$ cat src/rtl/zmod_rx_align.sv
// Frame aligner for a multi-lane deserialised receive link.
// A one-hot framing lane selects the bit offset, a HUNT/VERIFY/LOCKED FSM
// commits it, and each data lane is realigned and checked for an
// incrementing pattern with per-lane saturating error counters.
module zmod_rx_align #(
    parameter int N        = 3,
    parameter int W        = 8,
    parameter int LOCK_CNT = 4,
    parameter int LOSS_CNT = 2
) (
    input  logic                 clk,
    input  logic                 rst,
    input  logic [W-1:0]         sync_in,
    input  logic [N*W-1:0]       din,
    input  logic                 clr_count,
    output logic [N*W-1:0]       dout,
    output logic                 dout_valid,
    output logic                 locked,
    output logic [$clog2(W)-1:0] shift,
    output logic [N-1:0]         err_lane,
    output logic [N*16-1:0]      err_count
);

    localparam int SW = $clog2(W);

    typedef enum logic [1:0] {
        HUNT   = 2'd0,
        VERIFY = 2'd1,
        LOCKED = 2'd2
    } state_t;

    state_t          state;
    state_t          state_next;
    logic [3:0]      cnt;
    logic [3:0]      cnt_next;
    logic [3:0]      cnt_inc;
    logic [SW-1:0]   shift_next;
    logic            sync_valid;
    logic [SW-1:0]   sync_off;
    logic            sync_match;
    logic [2*W-1:0]  hist [N];
    logic [N*W-1:0]  prev_dout;
    logic            prev_valid;
    logic [N-1:0]    mismatch;

    // Decode the framing word: only a one-hot word is a usable offset.
    always_comb begin
        sync_valid = (sync_in != '0) && ((sync_in & (sync_in - W'(1))) == '0);
        sync_off   = '0;
        for (int k = 0; k < W; k++) begin
            if (sync_in[k]) begin
                sync_off = SW'(k);
            end
        end
        sync_match = sync_valid && (sync_off == shift);
        cnt_inc    = cnt + 4'd1;
    end

    // Next-state logic for the alignment FSM; the offset only moves while hunting.
    always_comb begin
        state_next = state;
        cnt_next   = cnt;
        shift_next = shift;
        case (state)
            HUNT: begin
                if (sync_valid) begin
                    shift_next = sync_off;
                    if (LOCK_CNT == 1) begin
                        state_next = LOCKED;
                        cnt_next   = '0;
                    end else begin
                        state_next = VERIFY;
                        cnt_next   = 4'd1;
                    end
                end
            end
            VERIFY: begin
                if (sync_match) begin
                    if (cnt_inc == 4'(LOCK_CNT)) begin
                        state_next = LOCKED;
                        cnt_next   = '0;
                    end else begin
                        cnt_next = cnt_inc;
                    end
                end else begin
                    state_next = HUNT;
                    cnt_next   = '0;
                end
            end
            LOCKED: begin
                if (sync_match) begin
                    cnt_next = '0;
                end else if (cnt_inc == 4'(LOSS_CNT)) begin
                    state_next = HUNT;
                    cnt_next   = '0;
                end else begin
                    cnt_next = cnt_inc;
                end
            end
            default: begin
                state_next = HUNT;
                cnt_next   = '0;
            end
        endcase
    end

    // FSM state, counter and committed offset registers.
    always_ff @(posedge clk) begin
        if (rst) begin
            state <= HUNT;
            cnt   <= '0;
            shift <= '0;
        end else begin
            state <= state_next;
            cnt   <= cnt_next;
            shift <= shift_next;
        end
    end

    assign locked = (state == LOCKED);

    // Per-lane two-word history and the realigned output word.
    always_ff @(posedge clk) begin
        if (rst) begin
            for (int i = 0; i < N; i++) begin
                hist[i] <= '0;
            end
            dout       <= '0;
            dout_valid <= 1'b0;
            prev_dout  <= '0;
            prev_valid <= 1'b0;
        end else begin
            for (int i = 0; i < N; i++) begin
                hist[i]          <= {din[i*W +: W], hist[i][2*W-1:W]};
                dout[i*W +: W]   <= W'(hist[i] >> shift);
            end
            dout_valid <= locked;
            prev_dout  <= dout;
            prev_valid <= dout_valid;
        end
    end

    // Increment checker; the first valid word after lock only seeds prev_dout.
    always_comb begin
        mismatch = '0;
        for (int i = 0; i < N; i++) begin
            mismatch[i] = dout_valid && prev_valid &&
                          (dout[i*W +: W] != (prev_dout[i*W +: W] + W'(1)));
        end
    end

    // Error pulses and saturating counters; a clear beats a same-cycle increment.
    always_ff @(posedge clk) begin
        if (rst) begin
            err_lane  <= '0;
            err_count <= '0;
        end else begin
            err_lane <= mismatch;
            for (int i = 0; i < N; i++) begin
                if (clr_count) begin
                    err_count[i*16 +: 16] <= '0;
                end else if (mismatch[i] && (err_count[i*16 +: 16] != 16'hFFFF)) begin
                    err_count[i*16 +: 16] <= err_count[i*16 +: 16] + 16'd1;
                end
            end
        end
    end

endmodule

$ cat config.mk
export PLATFORM = sky130hd
export DESIGN_NAME = zmod_rx_align
export DESIGN_NICKNAME = d
export VERILOG_FILES = /design/src/rtl/zmod_rx_align.sv
export SDC_FILE = /design/constraint.sdc
export NUM_CORES = 1
export LEC_CHECK = 0
export ABC_AREA = 0
export CORE_MARGIN = 2
export CORE_UTILIZATION = 50
export CTS_BUF_LIST = sky130_fd_sc_hd__clkbuf_4 sky130_fd_sc_hd__clkbuf_8
export DETAILED_ROUTE_END_ITERATION = 7
export PLACE_DENSITY = 0.75
export RECOVER_POWER = 25
export SLEW_MARGIN = 20
export SYNTH_ARGS = -nofsm -noshare
export SYNTH_HDL_FRONTEND = slang
export SYNTH_SLANG_ARGS = --single-unit
$ cat constraint.sdc
create_clock -name clk -period 5.4 [get_ports clk]
set_input_delay 1.35 -clock clk [delete_from_list [all_inputs] [get_ports clk]]
set_output_delay 1.35 -clock clk [all_outputs]
set_load 0.005 [all_outputs]
Word-level counts from Yosys, hierarchy flattened
Memory sizes are Yosys's and may differ from the RTL's. Index checks and enable logic that the tools add are counted.

Word-level logic and storage cells: 82. Output and inout bits: 80. Memory bits (writable): 48. Input bits: 35. Bits in registers: 110. Memories kept: 1.

Bitwise gates (word level): 4. Add/sub/neg operators: 8. Equality and inequality tests: 15. Reduce and logical (&&, ||, !) cells: 15. Muxes and demuxes: 25. Shifts and indexed selects: 3.

Memory list: hist (depth 3, width 16, read ports 3, clocked after Yosys merged registers in 0, wr ports 3, line 41) `logic [2*W-1:0] hist [N];`.

Operator list (count): 16-bit by 1-bit adder with 16-bit output (second input constant) (3); 16-bit two-way mux (3); 16-bit != test (second input constant) (3); 16-bit by 3-bit right shift with 8-bit output (3); 8-bit by 1-bit adder with 8-bit output (second input constant) (3); 8-bit != test (3); 4-bit two-way mux (5); 3-bit two-way mux (6); 4-bit case mux with 3 select lines (1); 2-bit two-way mux (5); 1-bit logical AND (9); 8-bit bitwise AND (1); 8-bit zero test (1); 8-bit nonzero test (1); 8-bit by 1-bit subtractor with 8-bit output (second input constant) (1); 2-bit case mux with 3 select lines (1); 4-bit by 1-bit adder with 4-bit output (second input constant) (1); 4-bit by 2-bit == test with 1-bit output (second input constant) (1); 4-bit by 3-bit == test with 1-bit output (second input constant) (1); 1-bit two-way mux (4); 2-bit != test (second input constant) (2); 4-bit AND reduction (1); 3-bit == test (1); 3-bit != test (second input constant) (1); 7 further kinds (9).

Depth between registers and ports, before layout
Gate-level depths: netlist (run 1).

Word-level depth: 11. Mapped depth: 9. Gate-level depth less buffers: 8.

Worst setup path after synthesis (run 1)
Ideal clock, no wire load.

Path type: input port to flip-flop. Start point: input port sync_in[2]. End point: register cnt[3]. Stages: 7. Path slack: 2486 ps. Required time: 5288 ps. Arrival time: 2802 ps. Library setup time: 112 ps. Path buffers: 0. Path through: nor2_2 xnor2_1 a2111oi_2 o21ai_2 nor3_4 nor2b_1 a2111oi_1.

Word-level cells in the longest chain between the ends: 10. Elaborated cells between the ends (all ways): 17. Those cells by class: 1 x add/sub; 2 x eq/ne; 9 x mux; 1 x bitwise; 4 x reduce/logical.

RTL lines: start, declared (line 13) `input logic [W-1:0] sync_in,`; parallel branches: the longest is 10 deep, another holds 8-bit by 1-bit subtractor with 8-bit output; end signal, assigned (line 115) `cnt <= cnt_next;`; end, declared (line 34) `logic [3:0] cnt;`.

Parallel ways; which one is timed is not known. A chain may end at the register's enable or synchronous reset.

==> metrics.yaml, run 1 <==
min_path:
  hp-start: "hist[0][15]"
  worstHoldPathType: "flop to flop"
die:
  start_util: 0.510
  core_mm2: 0.0145
  die_w_um: 126
  io_pins: 115
  die_area_mm2: 0.0158
  rows: 44
  die_h_um: 126
logic_synthesis:
  synth-seq-cells: 158
  synth_edf_count: 0
  async_flop_share: 0
  syn_area_mm2: 0.00742
  ys.flop_type: "dfxtp_1"
  synth_nets: 808
  avgSynthCellArea_um2: 9.69
  synth_seq_area_share: 0.427
  yosysUniqueCellTypes: 71
  synth_warnings: 0
  syn_inst: 765
cells_and_area:
  drive_above_1_share: 0.0918
  final_common_cell: "dfxtp_1"
  nNetsFinal: 912
  fillCellCount: 1192
  final_cell_mix: "dfxtp_1, clkdlybuf4s50_1, nor2b_1, nor2_1, mux2i_1"
  syn_to_final_growth_pct: 23.0
  antenna_cells: 0
cts:
  postCtsHoldBufs: 0
  cts_sinks: 158
  clock_latency_ns: 0.46
  cts_buffers: 17
  cts_tree: "done"
  cts_htree_levels: 4
  root_buffer: "clkbuf_8"
  post_cts_buffers: 0
  ctsResizeCount: 0
  clockBufferDepth: 2
  clk_pin_slew_worst_paths_ns: 0.09
power_and_ir_drop:
  p_clk_frac: 0.405
  max-vdd-ir-drop_uv: 302
  p_int_w: 0.00175
  p_leak_nw: 3.06
  p_per_area_mw_per_mm2: 254
  power.switching_w: 0.000565
  switching_share: 0.244
  power_frac_comb: 0.072
  seqPwrFrac: 0.523
drt:
  vias_per_cell: 5.65
  num_vias: 6020
  drc_errors: 0
  postRouteAntennaNets: 0
  avgRoutedWirePerCell_um: 14.7
  routed_wl_mm: 15.6
  drt_first_pass_iters: 5
  drt_iter0_drc: 342
setup_path:
  arrival_ns: 3.61
  cp_max_fo: 64
  start_kind: "primary input"
  end_kind: "flop"
  worstSetupStartpoint: "rst"
  crit_type: "primary input to flop"
  critPathRequiredTime_ns: 5.74
  r2r_start: "prev_dout[16]"
sta:
  setup_tns_ns: 0
  tightest_slew_ns: 2.06
  worst_slack_ns: 2.13
  slew_viol_final: 47
  finalCriticalPeriod_ns: 3.27
  max_freq_ghz: 0.306
  rsz0062_at_grt: "false"
  hold_viol_final: 0
  post-route-period-util: 0.605
  slew_headroom: -0.376
  hold_slack_ns: 0.445
  skew_ns: 0.00905
  setup_violations: 0
placement:
  io_buffers: 114
  hpwl_mm: 11.4
  gp_congestion: 0.868
  pre_cts_ws_ns: 1.75
grt:
  grt_overflow: 0
  grt_pass1_vias: 5593
  grt_pass1_wl_mm: 25.8
  grt_usage: 0.197
  grt_max_degree: 111
  antenna_found_initial: 0
status:
  status: "finished with violations"
  violations: "capacitance limit, slew limit"
flow_run:
  cap_violations: 1
-- layer usage --
layer  track usage  up-vias  wire, um
met2         0.334      189      7630
met5             0        -         0
met1         0.244     2831      6780
met3        0.0565       30       928
li1              -     2970         -
met4        0.0588        0       285
-- cell type report --
type / count / area, um^2 / share of cell area
well taps: 184 / 230 / 0.0252
clock inverters: 15 / 198 / 0.0217
repair buffers: 119 / 1180 / 0.130
multi-input cells: 565 / 4080 / 0.448
clock buffers: 17 / 234 / 0.0257
flip-flops and latches: 158 / 3160 / 0.347
inverters: 8 / 30.0 / 0.00329
-- cells in the mapped netlist (all sizes together) (5+ instances only) --
cell type  count  area (um^2)
nor2          64          253
nor3          14         86.3
xnor2         24          218
dfxtp        158         3160
nand2         41          154
buf            6         35.0
or3           27          169
or4            7         52.6
ha             8          100
mux4          24          541
nor2b         74          463
mux2i         46          460
o21ai         41          216
nor4           8         56.3
and2           5         31.3
o31ai          5         37.5
inv            8         30.0
nand4         11         75.1
clkbuf        28          105
and3          16          100
xor2          20          175
nand2b         8         50.1
o211ai         6         50.1
nand3         27          145
a21oi         42          225
-- critical path, stage by stage --
cell and delay (ns):
clkbuf_1 0.28, clkbuf_1 1.51, buf_12 0.35, nor2b_1 0.08
-- sequential cells by signal, summed over array words and instances (netlist names), 2 cells and up --
name       cells
err_lane       3
shift          3
hist          48
prev_dout     24
cnt            4
dout          24
state          2
err_count     48
-- path summary, 6_finish.rpt --
kind	end	slack [ns]	cells past startpoint
worst min-delay path	hist[0][7]	0.45	1
worst min register to register	hist[0][7]	0.45	1
worst max-delay path	hist[0][4]	2.13	4
worst max register to register	err_count[46]	2.93	8
-- power groups by stage --
stage          registers (W)  clock network (W)  logic [W]
2_1_floorplan        0.00123                  0   0.000107
3_3_place_gp         0.00124                  0   0.000161
3_5_place_dp         0.00124                  0   0.000166
4_1_cts              0.00121           0.000959   0.000167
5_1_grt              0.00122            0.00101   0.000182
6_report             0.00121           0.000940   0.000166
-- metrics by stage --
stage | cell area [um^2] | utilization | total power [W] | instances
final | 9120 | 0.627 | 0.00232 | 1066
after global routing | 9120 | 0.627 | 0.00241 | 1066
after CTS | 9110 | 0.627 | 0.00234 | 1065
after detailed placement | 8680 | 0.597 | 0.00141 | 1033
after global placement | 8680 | 0.597 | 0.00140 | 1033
after floorplan | 7420 | - | 0.00134 | 765
-- cell families after synthesis --
logic type               Yosys count  synth area share
AND/OR/NAND/NOR                  319             0.240
flip-flops                       158             0.427
AO/OA/AOI/OAI                    123             0.106
multiplexers                      70             0.135
XOR/XNOR                          45            0.0562
buffers and inverters             42            0.0229
adder cells (fa/ha/maj)            8            0.0135
No activity file was read; power rests on OpenSTA's default activity.
==> run 2, diff against run 1 <==
==> constraint.sdc (replaced) <==
create_clock -name clk -period 3.2 [get_ports clk]
set_input_delay 0.8 -clock clk [delete_from_list [all_inputs] [get_ports clk]]
set_output_delay 0.8 -clock clk [all_outputs]
set_load 0.005 [all_outputs]
==> metrics.yaml, run 2 (synthesis gave the netlist of run 1 again) <==
cts:
  ctsResizeCount: 0
  root_buffer: "clkbuf_8"
  postCtsHoldBufs: 0
  clk_pin_slew_worst_paths_ns: 0.08
  cts_htree_levels: 4
  clock_latency_ns: 0.45
  post_cts_buffers: 0
  clockBufferDepth: 2
  cts_sinks: 158
  cts_tree: "done"
  cts_buffers: 17
status:
  violations: "capacitance limit, slew limit"
  status: "finished with violations"
cells_and_area:
  final_cell_mix: "dfxtp_1, clkdlybuf4s50_1, nor2b_1, nor2_1, mux2i_1"
  antenna_cells: 0
  syn_to_final_growth_pct: 22.6
  drive_above_1_share: 0.0930
  design_area_mm2: 0.00909
  largestRegisters: "err_count: 48 flops, hist: 48 flops"
  fin_cells: 1066
  nNetsFinal: 913
  fin_util: 0.626
  final_common_cell: "dfxtp_1"
power_and_ir_drop:
  power.switching_w: 0.000870
  p_int_w: 0.00295
  switching_share: 0.228
  seqPwrFrac: 0.536
  p_leak_nw: 3.05
  p_clk_frac: 0.391
  p_per_area_mw_per_mm2: 421
  max-vdd-ir-drop_uv: 314
  power_w: 0.00382
  power_frac_comb: 0.073
placement:
  io_buffers: 114
  gp_congestion: 0.884
  place_area_mm2: 0.00869
  dp_cells: 1035
  hpwl_mm: 11.5
setup_path:
  critical_path.top_delay_family: "compound AO/OA/AOI/OAI gates"
  regToRegSetupSlack_ns: 0.65
  max_stage_delay_ns: 0.49
  crit_buf_inv: 1
  arrival_ns: 3.05
  start_kind: "primary input"
  crit_type: "primary input to flop"
  crit_chain: "clkdlybuf4s50_1 > nor2_2 > xnor2_1 > a2111oi_2 > o21ai_2 > nor3_4 > mux2i_1 > o22ai_1"
  end_kind: "flop"
  cp_max_fo: 8
  crit_slowest_cell: "clkdlybuf4s50_1"
  critPathRequiredTime_ns: 3.43
grt:
  grt_pass1_vias: 5579
  antenna_found_initial: 0
  grt_usage: 0.199
  grt_overflow: 0
  grt_max_degree: 116
  grt_pass1_wl_mm: 26.1
drt:
  drt_first_pass_iters: 6
  postRouteAntennaNets: 0
  routed_wl_mm: 15.8
  drt_iter0_drc: 348
  avgRoutedWirePerCell_um: 14.8
  vias_per_cell: 5.67
  drc_errors: 0
  num_vias: 6042
sta:
  hold_slack_ns: 0.447
  post-route-period-util: 0.881
  tightest_slew_ns: 2.17
  skew_ns: 0.0143
  setup_violations: 0
  slew_viol_final: 116
  finalCriticalPeriod_ns: 2.82
  slew_headroom: -0.448
  rsz0062_at_grt: "false"
  max_freq_ghz: 0.355
  hold_viol_final: 0
die:
  start_util: 0.510
  die_w_um: 126
  core_mm2: 0.0145
  die_h_um: 126
  die_area_mm2: 0.0158
  io_pins: 115
  rows: 44
flow_run:
  cap_violations: 1
min_path:
  worstHoldPathType: "flop to flop"
run 2: cell types whose count changed in the layout (fill, tap and decap cells not counted):
cell	delta
buf_12	-1
buf_4	+2
bufinv_16	-1
clkbuf_1	-1
clkbuf_2	+1
clkbuf_8	+5
clkinv_2	+3
clkinv_4	-1
inv_6	-5
inv_8	-2
run 2: worst register-to-register path: cells and delay by family (launching register included):
family	cells	cell delay [ns]
AO/OA/AOI/OAI	2	0.47
adder cells (fa/ha/maj)	1	0.29
multiplexers	1	0.13
XOR/XNOR	1	0.19
flip-flops	1	0.36
AND/OR/NAND/NOR	3	0.99
run 2: path summary, 6_finish.rpt:
path / startpoint / to / cells after the start
hold reg to reg: hist[0][31] / hist[0][23] / 1
setup / recovery: sync_in[2] / cnt[0] / 8
hold / removal: hist[0][31] / hist[0][23] / 1
setup reg to reg: prev_dout[16] / err_count[46] / 8
run 2: cell type report:
cell class,count,area (um^2)
clock inverters,9,108
well taps,184,230
inverters,8,30.0
repair buffers,120,1180
clock buffers,22,303
flip-flops and latches,158,3160
fillers,1232,5440
multi-input cells,565,4080
run 2: metal layers:
layer | up-vias | part of all wire | global-route usage
met1 | 2859 | 0.43 | 0.245
met2 | 190 | 0.49 | 0.333
met5 | - | 0 | 0
met3 | 25 | 0.053 | 0.0467
met4 | 0 | 0.022 | 0.0886
li1 | 2968 | - | -
run 2: power by group through the flow:
stage	Sequential [W]	Clock, W	Combinational, W
floorplan	0.00208	0	0.000181
global placement	0.00209	0	0.000271
detailed placement	0.00210	0	0.000281
CTS	0.00205	0.00154	0.000283
global route	0.00206	0.00162	0.000306
finish	0.00205	0.00149	0.000281
run 2: stage by stage:
step | TNS (ns) | worst slack, ns
floorplan | 0 | 0.836
global placement | 0 | 0.210
detailed placement | -0.00181 | -0.00181
CTS | 0 | 0.501
global route | 0 | 0.268
finish | 0 | 0.381
